`config.mk`:
```
export PLATFORM = sky130hd
export DESIGN_NAME = ones_mod4_arbiter
export DESIGN_NICKNAME = d
export VERILOG_FILES = /design/src/rtl/ones_mod4_arbiter_pkg.sv /design/src/rtl/ones_mod4_arbiter_core.sv /design/src/rtl/ones_mod4_arbiter.sv
export SDC_FILE = /design/constraint.sdc
export NUM_CORES = 1
export LEC_CHECK = 0
export ABC_AREA = 1
export BUFFER_PORTS_ARGS = -buffer_cell sky130_fd_sc_hd__buf_2
export CORE_MARGIN = 5
export CORE_UTILIZATION = 52
export DETAILED_ROUTE_END_ITERATION = 10
export GPL_TIMING_DRIVEN = 0
export PLACE_DENSITY = 0.79
export SYNTH_ARGS = -nofsm -noshare
export SYNTH_HDL_FRONTEND = slang
export SYNTH_SLANG_ARGS = --single-unit
```
`constraint.sdc`:
```
create_clock -name clk -period 1.24 [get_ports clk]
set_input_delay 0.124 -clock clk [delete_from_list [all_inputs] [get_ports clk]]
set_output_delay 0.124 -clock clk [all_outputs]
set_load 0.03 [all_outputs]
```
`src/rtl/ones_mod4_arbiter_pkg.sv`:
```
// ---------------------------------------------------------------------------
// ones_mod4_pkg
//   Shared constants for the ones-count-mod-4 arbiter slice.
//   - FSM state encodings for the top-level controller (legacy 2-bit codes).
//   - MOD / COUNT_W describe the modulus of the serial ones counter.
//   - is_multiple() turns a residue into the "multiple of MOD" detection flag.
// ---------------------------------------------------------------------------
package ones_mod4_pkg;

  // Controller states. Kept as plain 2-bit constants so the encoding is
  // identical to older blocks that decode the state bus directly.
  localparam logic [1:0] ST_IDLE  = 2'd0;
  localparam logic [1:0] ST_SHIFT = 2'd1;
  localparam logic [1:0] ST_DONE  = 2'd2;

  // Modulus of the ones counter and the width needed to hold a residue.
  localparam int MOD     = 4;
  localparam int COUNT_W = $clog2(MOD);

  // A residue of zero means the ones count is a multiple of MOD
  // (an all-zero word counts as a multiple).
  function automatic logic is_multiple(input logic [COUNT_W-1:0] residue);
    return (residue == '0);
  endfunction

endpackage

```
`src/rtl/ones_mod4_arbiter_core.sv`:
```
// ---------------------------------------------------------------------------
// ones_mod4_core
//   Serial ones counter modulo 4. One input bit per enabled cycle; the
//   counter advances only when en and din are both high. clr wins over en so
//   a new job can be started in the same cycle the previous one is abandoned.
//
// Ports
//   clk    in   1  clock, all state on posedge
//   reset  in   1  synchronous active-high reset, clears the count
//   clr    in   1  clear count to 0 (priority over en)
//   en     in   1  consume din this cycle
//   din    in   1  serial data bit
//   count  out  2  ones seen since last clear/reset, modulo 4
// ---------------------------------------------------------------------------
module ones_mod4_core
  import ones_mod4_pkg::*;
(
  input  logic               clk,
  input  logic               reset,
  input  logic               clr,
  input  logic               en,
  input  logic               din,
  output logic [COUNT_W-1:0] count
);

  logic [COUNT_W-1:0] count_reg;
  logic [COUNT_W-1:0] count_next;

  // Natural wrap of the 2-bit register gives the mod-4 behaviour.
  always_comb begin
    count_next = count_reg;
    if (clr) begin
      count_next = '0;
    end else if (en && din) begin
      count_next = count_reg + COUNT_W'(1);
    end
  end

  always_ff @(posedge clk) begin
    if (reset) begin
      count_reg <= '0;
    end else begin
      count_reg <= count_next;
    end
  end

  assign count = count_reg;

endmodule

```
`src/rtl/ones_mod4_arbiter.sv`:
```
// ---------------------------------------------------------------------------
// ones_mod4_arbiter
//   Shares one serial ones-count-mod-4 checker between two requesters that
//   each present a parallel WIDTH-bit word. A round-robin arbiter picks one
//   requester in IDLE, the word is latched and shifted LSB-first into the
//   counter core, and the residue is offered on a valid/ready result port.
//
//   Timeline for a word accepted at cycle T:
//     T          : IDLE, reqN_ready high, word/id latched, core cleared
//     T+1..T+W   : SHIFT, one bit per cycle into the core
//     T+W+1      : DONE, res_valid high until res_ready
//
// Parameters
//   WIDTH         bits per request word (>= 1)
//
// Ports
//   clk           in   1      clock, all state on posedge
//   reset         in   1      synchronous active-high reset
//   req0_valid    in   1      requester 0 has a word
//   req0_data     in   WIDTH  requester 0 word, sampled on its accept cycle
//   req0_ready    out  1      requester 0 word accepted this cycle
//   req1_valid    in   1      requester 1 has a word
//   req1_data     in   WIDTH  requester 1 word, sampled on its accept cycle
//   req1_ready    out  1      requester 1 word accepted this cycle
//   res_valid     out  1      result available (DONE)
//   res_ready     in   1      consumer takes the result
//   res_detected  out  1      ones count is a multiple of 4 (incl. 0)
//   res_count     out  2      ones count mod 4
//   res_id        out  1      requester that owns the result
//   busy          out  1      high whenever the controller is not IDLE
// ---------------------------------------------------------------------------
module ones_mod4_arbiter
  import ones_mod4_pkg::*;
#(
  parameter int WIDTH = 8
) (
  input  logic               clk,
  input  logic               reset,
  input  logic               req0_valid,
  input  logic [WIDTH-1:0]   req0_data,
  output logic               req0_ready,
  input  logic               req1_valid,
  input  logic [WIDTH-1:0]   req1_data,
  output logic               req1_ready,
  output logic               res_valid,
  input  logic               res_ready,
  output logic               res_detected,
  output logic [COUNT_W-1:0] res_count,
  output logic               res_id,
  output logic               busy
);

  localparam int NUM_REQ = 2;
  localparam int CNT_W   = $clog2(WIDTH + 1);

  // Value of the bit counter during the final shift cycle.
  localparam logic [CNT_W-1:0] LAST_BIT = CNT_W'(WIDTH - 1);

  // -------------------------------------------------------------------------
  // State
  // -------------------------------------------------------------------------
  logic [1:0]         state_reg,        state_next;
  logic               rr_ptr_reg,       rr_ptr_next;
  logic [WIDTH-1:0]   shreg_reg,        shreg_next;
  logic [CNT_W-1:0]   bitcnt_reg,       bitcnt_next;
  logic               id_reg,           id_next;

  // Last delivered result, shown on res_* while not in DONE.
  logic [COUNT_W-1:0] res_count_reg,    res_count_next;
  logic               res_detected_reg, res_detected_next;
  logic               res_id_reg,       res_id_next;

  // -------------------------------------------------------------------------
  // Request side: gather the two requesters into vectors so the grant and
  // ready logic is written once per requester.
  // -------------------------------------------------------------------------
  logic [NUM_REQ-1:0] req_valid;
  logic [NUM_REQ-1:0] req_ready;
  logic [WIDTH-1:0]   req_data [NUM_REQ];

  assign req_valid   = {req1_valid, req0_valid};
  assign req_data[0] = req0_data;
  assign req_data[1] = req1_data;

  logic any_valid;
  logic grant_id;
  logic accept;

  assign any_valid = |req_valid;

  // Round robin: the pointed-to requester wins if it is asking, otherwise
  // the other one gets the slot. Only meaningful when any_valid is high.
  assign grant_id = req_valid[rr_ptr_reg] ? rr_ptr_reg : ~rr_ptr_reg;

  // Ready is gated by reset so no handshake is reported on a cycle whose
  // accept would be discarded by the reset.
  assign accept = (state_reg == ST_IDLE) && any_valid && !reset;

  for (genvar gi = 0; gi < NUM_REQ; gi++) begin : g_ready
    assign req_ready[gi] = accept && (grant_id == 1'(gi));
  end

  assign req0_ready = req_ready[0];
  assign req1_ready = req_ready[1];

  // -------------------------------------------------------------------------
  // Counter core: cleared on accept, fed one bit per SHIFT cycle.
  // -------------------------------------------------------------------------
  logic               core_en;
  logic [COUNT_W-1:0] core_count;

  assign core_en = (state_reg == ST_SHIFT);

  ones_mod4_core u_core (
    .clk   (clk),
    .reset (reset),
    .clr   (accept),
    .en    (core_en),
    .din   (shreg_reg[0]),
    .count (core_count)
  );

  // -------------------------------------------------------------------------
  // Controller
  // -------------------------------------------------------------------------
  always_comb begin
    state_next  = state_reg;
    rr_ptr_next = rr_ptr_reg;
    shreg_next  = shreg_reg;
    bitcnt_next = bitcnt_reg;
    id_next     = id_reg;

    case (state_reg)
      ST_IDLE: begin
        if (accept) begin
          shreg_next  = req_data[grant_id];
          bitcnt_next = '0;
          id_next     = grant_id;
          state_next  = ST_SHIFT;
        end
      end

      ST_SHIFT: begin
        shreg_next  = shreg_reg >> 1;
        bitcnt_next = bitcnt_reg + CNT_W'(1);
        if (bitcnt_reg == LAST_BIT) begin
          state_next = ST_DONE;
        end
      end

      ST_DONE: begin
        if (res_ready) begin
          // The requester just served goes to the back of the line.
          rr_ptr_next = ~id_reg;
          state_next  = ST_IDLE;
        end
      end

      default: begin
        state_next = ST_IDLE;
      end
    endcase
  end

  // Result holding registers track the live result while in DONE so that,
  // once the controller leaves DONE, res_* keep showing the last result even
  // though the core and id register move on with the next job.
  always_comb begin
    res_count_next    = res_count_reg;
    res_detected_next = res_detected_reg;
    res_id_next       = res_id_reg;
    if (state_reg == ST_DONE) begin
      res_count_next    = core_count;
      res_detected_next = is_multiple(core_count);
      res_id_next       = id_reg;
    end
  end

  always_ff @(posedge clk) begin
    if (reset) begin
      state_reg        <= ST_IDLE;
      rr_ptr_reg       <= 1'b0;
      shreg_reg        <= '0;
      bitcnt_reg       <= '0;
      id_reg           <= 1'b0;
      res_count_reg    <= '0;
      res_detected_reg <= 1'b0;
      res_id_reg       <= 1'b0;
    end else begin
      state_reg        <= state_next;
      rr_ptr_reg       <= rr_ptr_next;
      shreg_reg        <= shreg_next;
      bitcnt_reg       <= bitcnt_next;
      id_reg           <= id_next;
      res_count_reg    <= res_count_next;
      res_detected_reg <= res_detected_next;
      res_id_reg       <= res_id_next;
    end
  end

  // -------------------------------------------------------------------------
  // Outputs
  // -------------------------------------------------------------------------
  // In DONE the live core value is presented directly so the result is
  // visible in the very first DONE cycle; elsewhere the held copy is shown.
  assign res_valid    = (state_reg == ST_DONE);
  assign res_count    = res_valid ? core_count              : res_count_reg;
  assign res_detected = res_valid ? is_multiple(core_count) : res_detected_reg;
  assign res_id       = res_valid ? id_reg                  : res_id_reg;
  assign busy         = (state_reg != ST_IDLE);

endmodule

```
==> impl_metrics.tcl, run 1 <==
set metrics [dict create \
    status "finished, violations left" \
    violations "negative setup slack" \
    coreArea_sq_um 2255 \
    maxCapViolations 0 \
    worstPathBufferInverterCount 4 \
    hold_ws_ns 0.1128 \
    clock_latency_ns 0.30 \
    cts_tree "yes" \
    grt_pass1_vias 1270 \
    utilization_pct 70.70 \
    route.detailed.drc 0 \
    crit_chain "inv_2 -> nor2_4 -> inv_4 -> o21ai_2 -> inv_1 -> buf_6" \
    ant_nets 0 \
    syn_area_sq_um 1241 \
    startpoint_type "flip-flop" \
    r2r-start "state_reg[1]$_SDFFE_PP0P_" \
    pin_count 29 \
    slew_headroom_pct 69.74 \
    finalCritPeriodShare_pct 119.5 \
    setup_violations 8 \
    r2r-end "shreg_reg[5]$_SDFFE_PP0P_" \
    syn_area_per_cell_sq_um 6.498 \
    dp_hpwl_microns 2206 \
    grt_remaining_overflow 0 \
    slowest_delay_ns 0.38 \
    yosys_warnings 0 \
    yosys_register_bits 22 \
    rrSetupSlack_ns 0.07 \
    hold_viol_final 0 \
    firstDrtPassIters 4 \
    min_path_cells 3 \
    tightest_slew_ns 0.4539 \
    syn2layout_area_growth_pct 28.43 \
    critPathKind "flip-flop to output pin" \
    row_count 17 \
    wl_per_cell_microns 12.13 \
    report.final.slew_viol_count 0 \
    ys_types 26 \
    hold_class "primary input to flip-flop" \
    skew_ns 0.002351 \
    clk_path_buf_depth 2 \
    antenna_cells 0 \
    largest_reg_flops 8 \
    slowest_stage "dfxtp_4" \
    first_iter_violations 52 \
    whs_endpoint "rr_ptr_reg$_SDFFE_PP0P_" \
    postSynthCellCount 191 \
    drive_above_1_share_pct 31.88 \
    arrival_ns 1.36 \
    cts.sinks 22 \
    root_buffer "clkbuf_4" \
    place.port_buffers 28 \
    grtUsageTotal_pct 19.67 \
    r2r_cells 6 \
    die_w_microns 58.86 \
    end_kind "output pin" \
    crit_path_start "state_reg[1]$_SDFFE_PP0P_" \
    placed_cells 247 \
    final_cells 257 \
    nNetsFinal 254 \
    vias 1310 \
    synth_top_area_share_pct 35.48 \
    grt_pass1_wl_microns 5333 \
    routed_via_density 5.097 \
    peakVddDrop_mv 0.6064 \
    rsz0062_at_grt "true" \
    die-area_sq_um 3464 \
    synth_top_area_cell "dfxtp_1" \
    setup_ws_ns -0.2420 \
    antenna_found_initial 0 \
    yosysSeqAreaShare_pct 35.48 \
    die_y_microns 58.86 \
    synth_nets 214 \
    min_period_ns 1.482 \
    routed_wl_microns 3118 \
    fmax_ghz 0.6748 \
    path_max_fanout 7 \
    required_ns 1.12 \
    path_clk_slew_ns 0.11 \
    grt_max_degree 12 \
    h-tree-depth 1 \
    synthTopCellsByArea "dfxtp_1 (35%), nand2_1 (12%), inv_1 (11%)" \
    gp_congestion 0.8155 \
    cts_buffers 3 \
    p_leak_nw 0.8273 \
    start_util_pct 55.05 \
    ctsHoldBuffers 0 \
    min-delay-start "res_ready" \
    p_per_area_nw_per_um2 1104 \
    critPathTopFamily "flip-flops" \
]
-- worst max path at each step --
stage	cells past startpoint	to
finish	6	res_count[1]
global route	6	res_detected
CTS	6	res_count[1]
detailed placement	5	res_count[1]
global placement	5	res_count[0]
floorplan	4	res_id
-- per-stage QoR --
step | area, sq um | TNS (ns) | setup WS, ns | total power (W)
final | 1594 | -1.201 | -0.2420 | 0.001760
after global routing | 1594 | -1.876 | -0.3229 | 0.001892
after CTS | 1569 | -1.150 | -0.2255 | 0.001747
after detailed placement | 1428 | -0.03144 | -0.02588 | 0.001347
after global placement | 1428 | 0 | 0.01929 | 0.001325
after floorplan | 1252 | 0 | 0.00007028 | 0.001211
-- worst reg2reg max path: stages, from the launching register on --
cell and delay [ns]:
dfxtp_4 0.38, nor2_4 0.14, nand3_4 0.11, buf_8 0.16, buf_6 0.12, a21oi_1 0.11
a21oi_1 0.07
-- area by class of cell --
| class | count | area (sq um) |
|---|---|---|
| repair buffers | 35 | 227.7 |
| plain buffers | 6 | 45.04 |
| fillers | 179 | 660.6 |
| flip-flops and latches | 22 | 447.9 |
| multi-input cells | 122 | 659.4 |
| inverters | 41 | 156.4 |
| clock buffers | 3 | 22.52 |
| well taps | 28 | 35.03 |
-- Yosys cell counts, drive strengths merged --
master,count
nand2,44
inv,41
dfxtp,22
a21oi,21
nand3,20
nor2,17
o21ai,6
buf,5
a211oi,3
or2,3
ha,2
a31oi,1
and2,1
clkbuf,1
nand3b,1
nand4,1
o21bai,1
o31ai,1
-- timing repair --
action / CTS / global route
setup buffers: 6 / 1
pin swaps: 2 / 0
resized for setup: 27 / 6
endpoints found under the setup margin: 7 / 12
-- power by group --
| group | internal (W) | switching, W | leakage, nW |
|---|---|---|---|
| Sequential | 0.000773 | 0.0000367 | 0.182 |
| Combinational | 0.000267 | 0.000369 | 0.631 |
| Clock | 0.000113 | 0.000202 | 0.0138 |
| Total | 0.00115 | 0.000608 | 0.827 |
-- layer usage --
metal / wire, microns / vias up / global-route usage (%)
li1: - / 670 / -
met1: 1279 / 593 / 22.65
met2: 1583 / 41 / 34.54
met3: 199 / 6 / 3.509
met4: 55 / 0 / 9.709
met5: 0 / - / 0
-- layout by cell type, fill, tap and decap left out, types with 2 or more instances in the layout --
master     n
dfxtp_2    3
dfxtp_1   18
buf_4      6
a211oi_1   3
nor2_4     3
inv_1     35
a21oi_2    3
clkbuf_4   3
a21oi_1   18
nand3_1   19
o21ai_0    2
buf_2     26
ha_1       2
nand2_1   38
buf_6      7
nor2_1    13
o21ai_2    3
or2_4      3
inv_2      5
nand2_2    5
-- kinds of logic (layout without fill, tap and decap cells) --
| logic type | count (synthesis) | count (layout) | share of synthesized area [%] |
|---|---|---|---|
| flip-flops | 22 | 22 | 35.48 |
| AO/OA/AOI/OAI | 33 | 33 | 14.72 |
| buffers and inverters | 47 | 85 | 15.72 |
| adder cells (fa/ha/maj) | 2 | 2 | 2.016 |
| AND/OR/NAND/NOR | 87 | 87 | 32.06 |
(Power assumes the default switching activity.)
==> run 2, diff against run 1 <==
CELL_PAD_IN_SITES_DETAIL_PLACEMENT = 0   (was unset)
CELL_PAD_IN_SITES_GLOBAL_PLACEMENT = 1   (was unset)
CORE_ASPECT_RATIO = 0.6   (was unset)
CORE_UTILIZATION = 36   (was 52)
PLACE_DENSITY = 0.78   (was 0.79)
==> run 2 against run 1 <==
Compared with the run above: the run still ends with negative setup slack left; worst hold slack improved by 0.047 ns; clock-buffer cell count unchanged; final cell count is 9.3% higher; clock power up 120%; global-route usage is 4.8 points lower; sequential share of layout area decreased by 2.7 points; critical endpoint unchanged; largest cell class unchanged; largest power group unchanged.
==> impl_metrics.tcl, run 2 (synthesis results as in run 1) <==
set metrics [dict create \
    p_per_area_nw_per_um2 1253 \
    setup_violations 8 \
    skew_ns 0.004014 \
    fin_setup_tns_ns -1.056 \
    dp_hpwl_microns 2429 \
    comb_power_share_pct 33.1 \
    maxCapViolations 0 \
    startpoint_type "flip-flop" \
    setup_ws_ns -0.2139 \
    report.final.slew_viol_count 0 \
    end_kind "output pin" \
    first_iter_violations 76 \
    place.port_buffers 28 \
    critPathKind "flip-flop to output pin" \
    required_ns 1.12 \
    p_leak_nw 0.8935 \
    r2r_cells 8 \
    hold_viol_final 0 \
    die_w_microns 85.81 \
    row_count 16 \
    cts.sinks 22 \
    ant_nets 0 \
    coreArea_sq_um 3283 \
    dr_wl_met2_microns 1556 \
    grtUsageTotal_pct 14.91 \
    min_period_ns 1.454 \
    grt_pass1_wl_microns 5789 \
    dr.max_layer_used "met4" \
    path_clk_slew_ns 0.08 \
    switching_share_pct 30.85 \
    arrival_ns 1.33 \
    power_switching_w 0.0006838 \
    hold_class "primary input to flip-flop" \
    slew_headroom_pct 63.60 \
    ctsHoldBuffers 0 \
    status "finished, violations left" \
    met1_length_microns 1726 \
    routed_via_density 4.698 \
    clock_latency_ns 0.26 \
    violations "negative setup slack" \
    clkPwrFrac_pct 30.6 \
    route.detailed.drc 0 \
    peakVddDrop_mv 0.7719 \
    die_y_microns 55.48 \
    wl_per_cell_microns 12.32 \
    min_path_cells 3 \
    h-tree-depth 1 \
    grt_remaining_overflow 0 \
    gp_congestion 0.7658 \
    path_max_fanout 7 \
    grt_pass1_vias 1284 \
    dp_slack_ns -0.01387 \
    final_cell_mix "nand2_1 (37), inv_1 (35), buf_2 (22)" \
    drive_above_1_share_pct 37.29 \
    fmax_ghz 0.6878 \
    largest_reg_flops 8 \
    finalCritPeriodShare_pct 117.2 \
    antenna_cells 0 \
    final_common_cell "nand2_1" \
    power_w 0.002216 \
    clk_path_buf_depth 2 \
    nNetsFinal 260 \
    grt_max_degree 14 \
    wl_met3_microns 163 \
    pwr-share-seq_pct 36.3 \
    start_util_pct 37.80 \
    pin_count 29 \
    root_buffer "clkbuf_8" \
    cts_buffers 3 \
    vias 1320 \
    syn2layout_area_growth_pct 42.54 \
    cts_tree "yes" \
    tightest_slew_ns 0.5460 \
    antenna_found_initial 0 \
    routed_wl_microns 3463 \
    rsz0062_at_grt "true" \
    die-area_sq_um 4760 \
    firstDrtPassIters 4 \
    p_int_w 0.001533 \
]
## run 2: cell count changes in the layout (fill, tap and decap cells not counted), sizes merged
cell,change
bufinv,+1
buf,+5
clkbuf,+1
## run 2: through the flow
step	cell area, sq um	utilization, %	cells	hold WS (ns)
after floorplan	1252	-	191	0.2941
after global placement	1449	44.13	264	0.4364
after detailed placement	1449	44.13	264	0.4517
after CTS	1697	51.68	278	0.1671
after global routing	1769	53.89	281	0.1685
final	1769	53.89	281	0.1602
## run 2: final cells by class
type / count / area, sq um
plain buffers: 6 / 46.29
clock buffers: 3 / 41.29
clock inverters: 1 / 30.03
fillers: 321 / 1514
inverters: 41 / 156.4
multi-input cells: 122 / 693.2
flip-flops and latches: 22 / 449.2
well taps: 45 / 56.30
repair buffers: 41 / 296.5
## run 2: path summary, 6_finish.rpt
path	from	endpoint	slack, ns
max	state_reg[1]$_SDFFE_PP0P_	res_count[1]	-0.21
min	res_ready	rr_ptr_reg$_SDFFE_PP0P_	0.16
max reg2reg	state_reg[1]$_SDFFE_PP0P_	res_detected_reg$_SDFF_PP0_	-0.06
min reg2reg	res_id_reg$_SDFF_PP0_	res_id_reg$_SDFF_PP0_	0.50
## run 2: critical path: stages, from the launching register on
cell and delay (ns):
dfxtp_2 0.36, inv_2 0.06, nor2_4 0.19, inv_4 0.10, o21ai_2 0.15, inv_1 0.07, buf_6 0.14
## run 2: metal layers
| layer | vias to the layer above | global-route usage (%) |
|---|---|---|
| met5 | - | 0 |
| met4 | 0 | 2.709 |
| met3 | 2 | 3.863 |
| met2 | 24 | 23.45 |
| met1 | 609 | 20.64 |
| li1 | 685 | - |
## run 2: timing repair
item / CTS / global route
pin swaps: 2 / 4
gates resized for setup: 36 / 17
buffers inserted: 10 / 4
setup endpoints to repair: 6 / 18
## run 2: power groups by stage
stage	combinational (W)	sequential [W]	clock, W
floorplan	0.000399	0.000812	0
global placement	0.000522	0.000817	0
finish	0.000734	0.000804	0.000678
CTS	0.000668	0.000804	0.000680
global route	0.000809	0.000811	0.000714
detailed placement	0.000538	0.000818	0
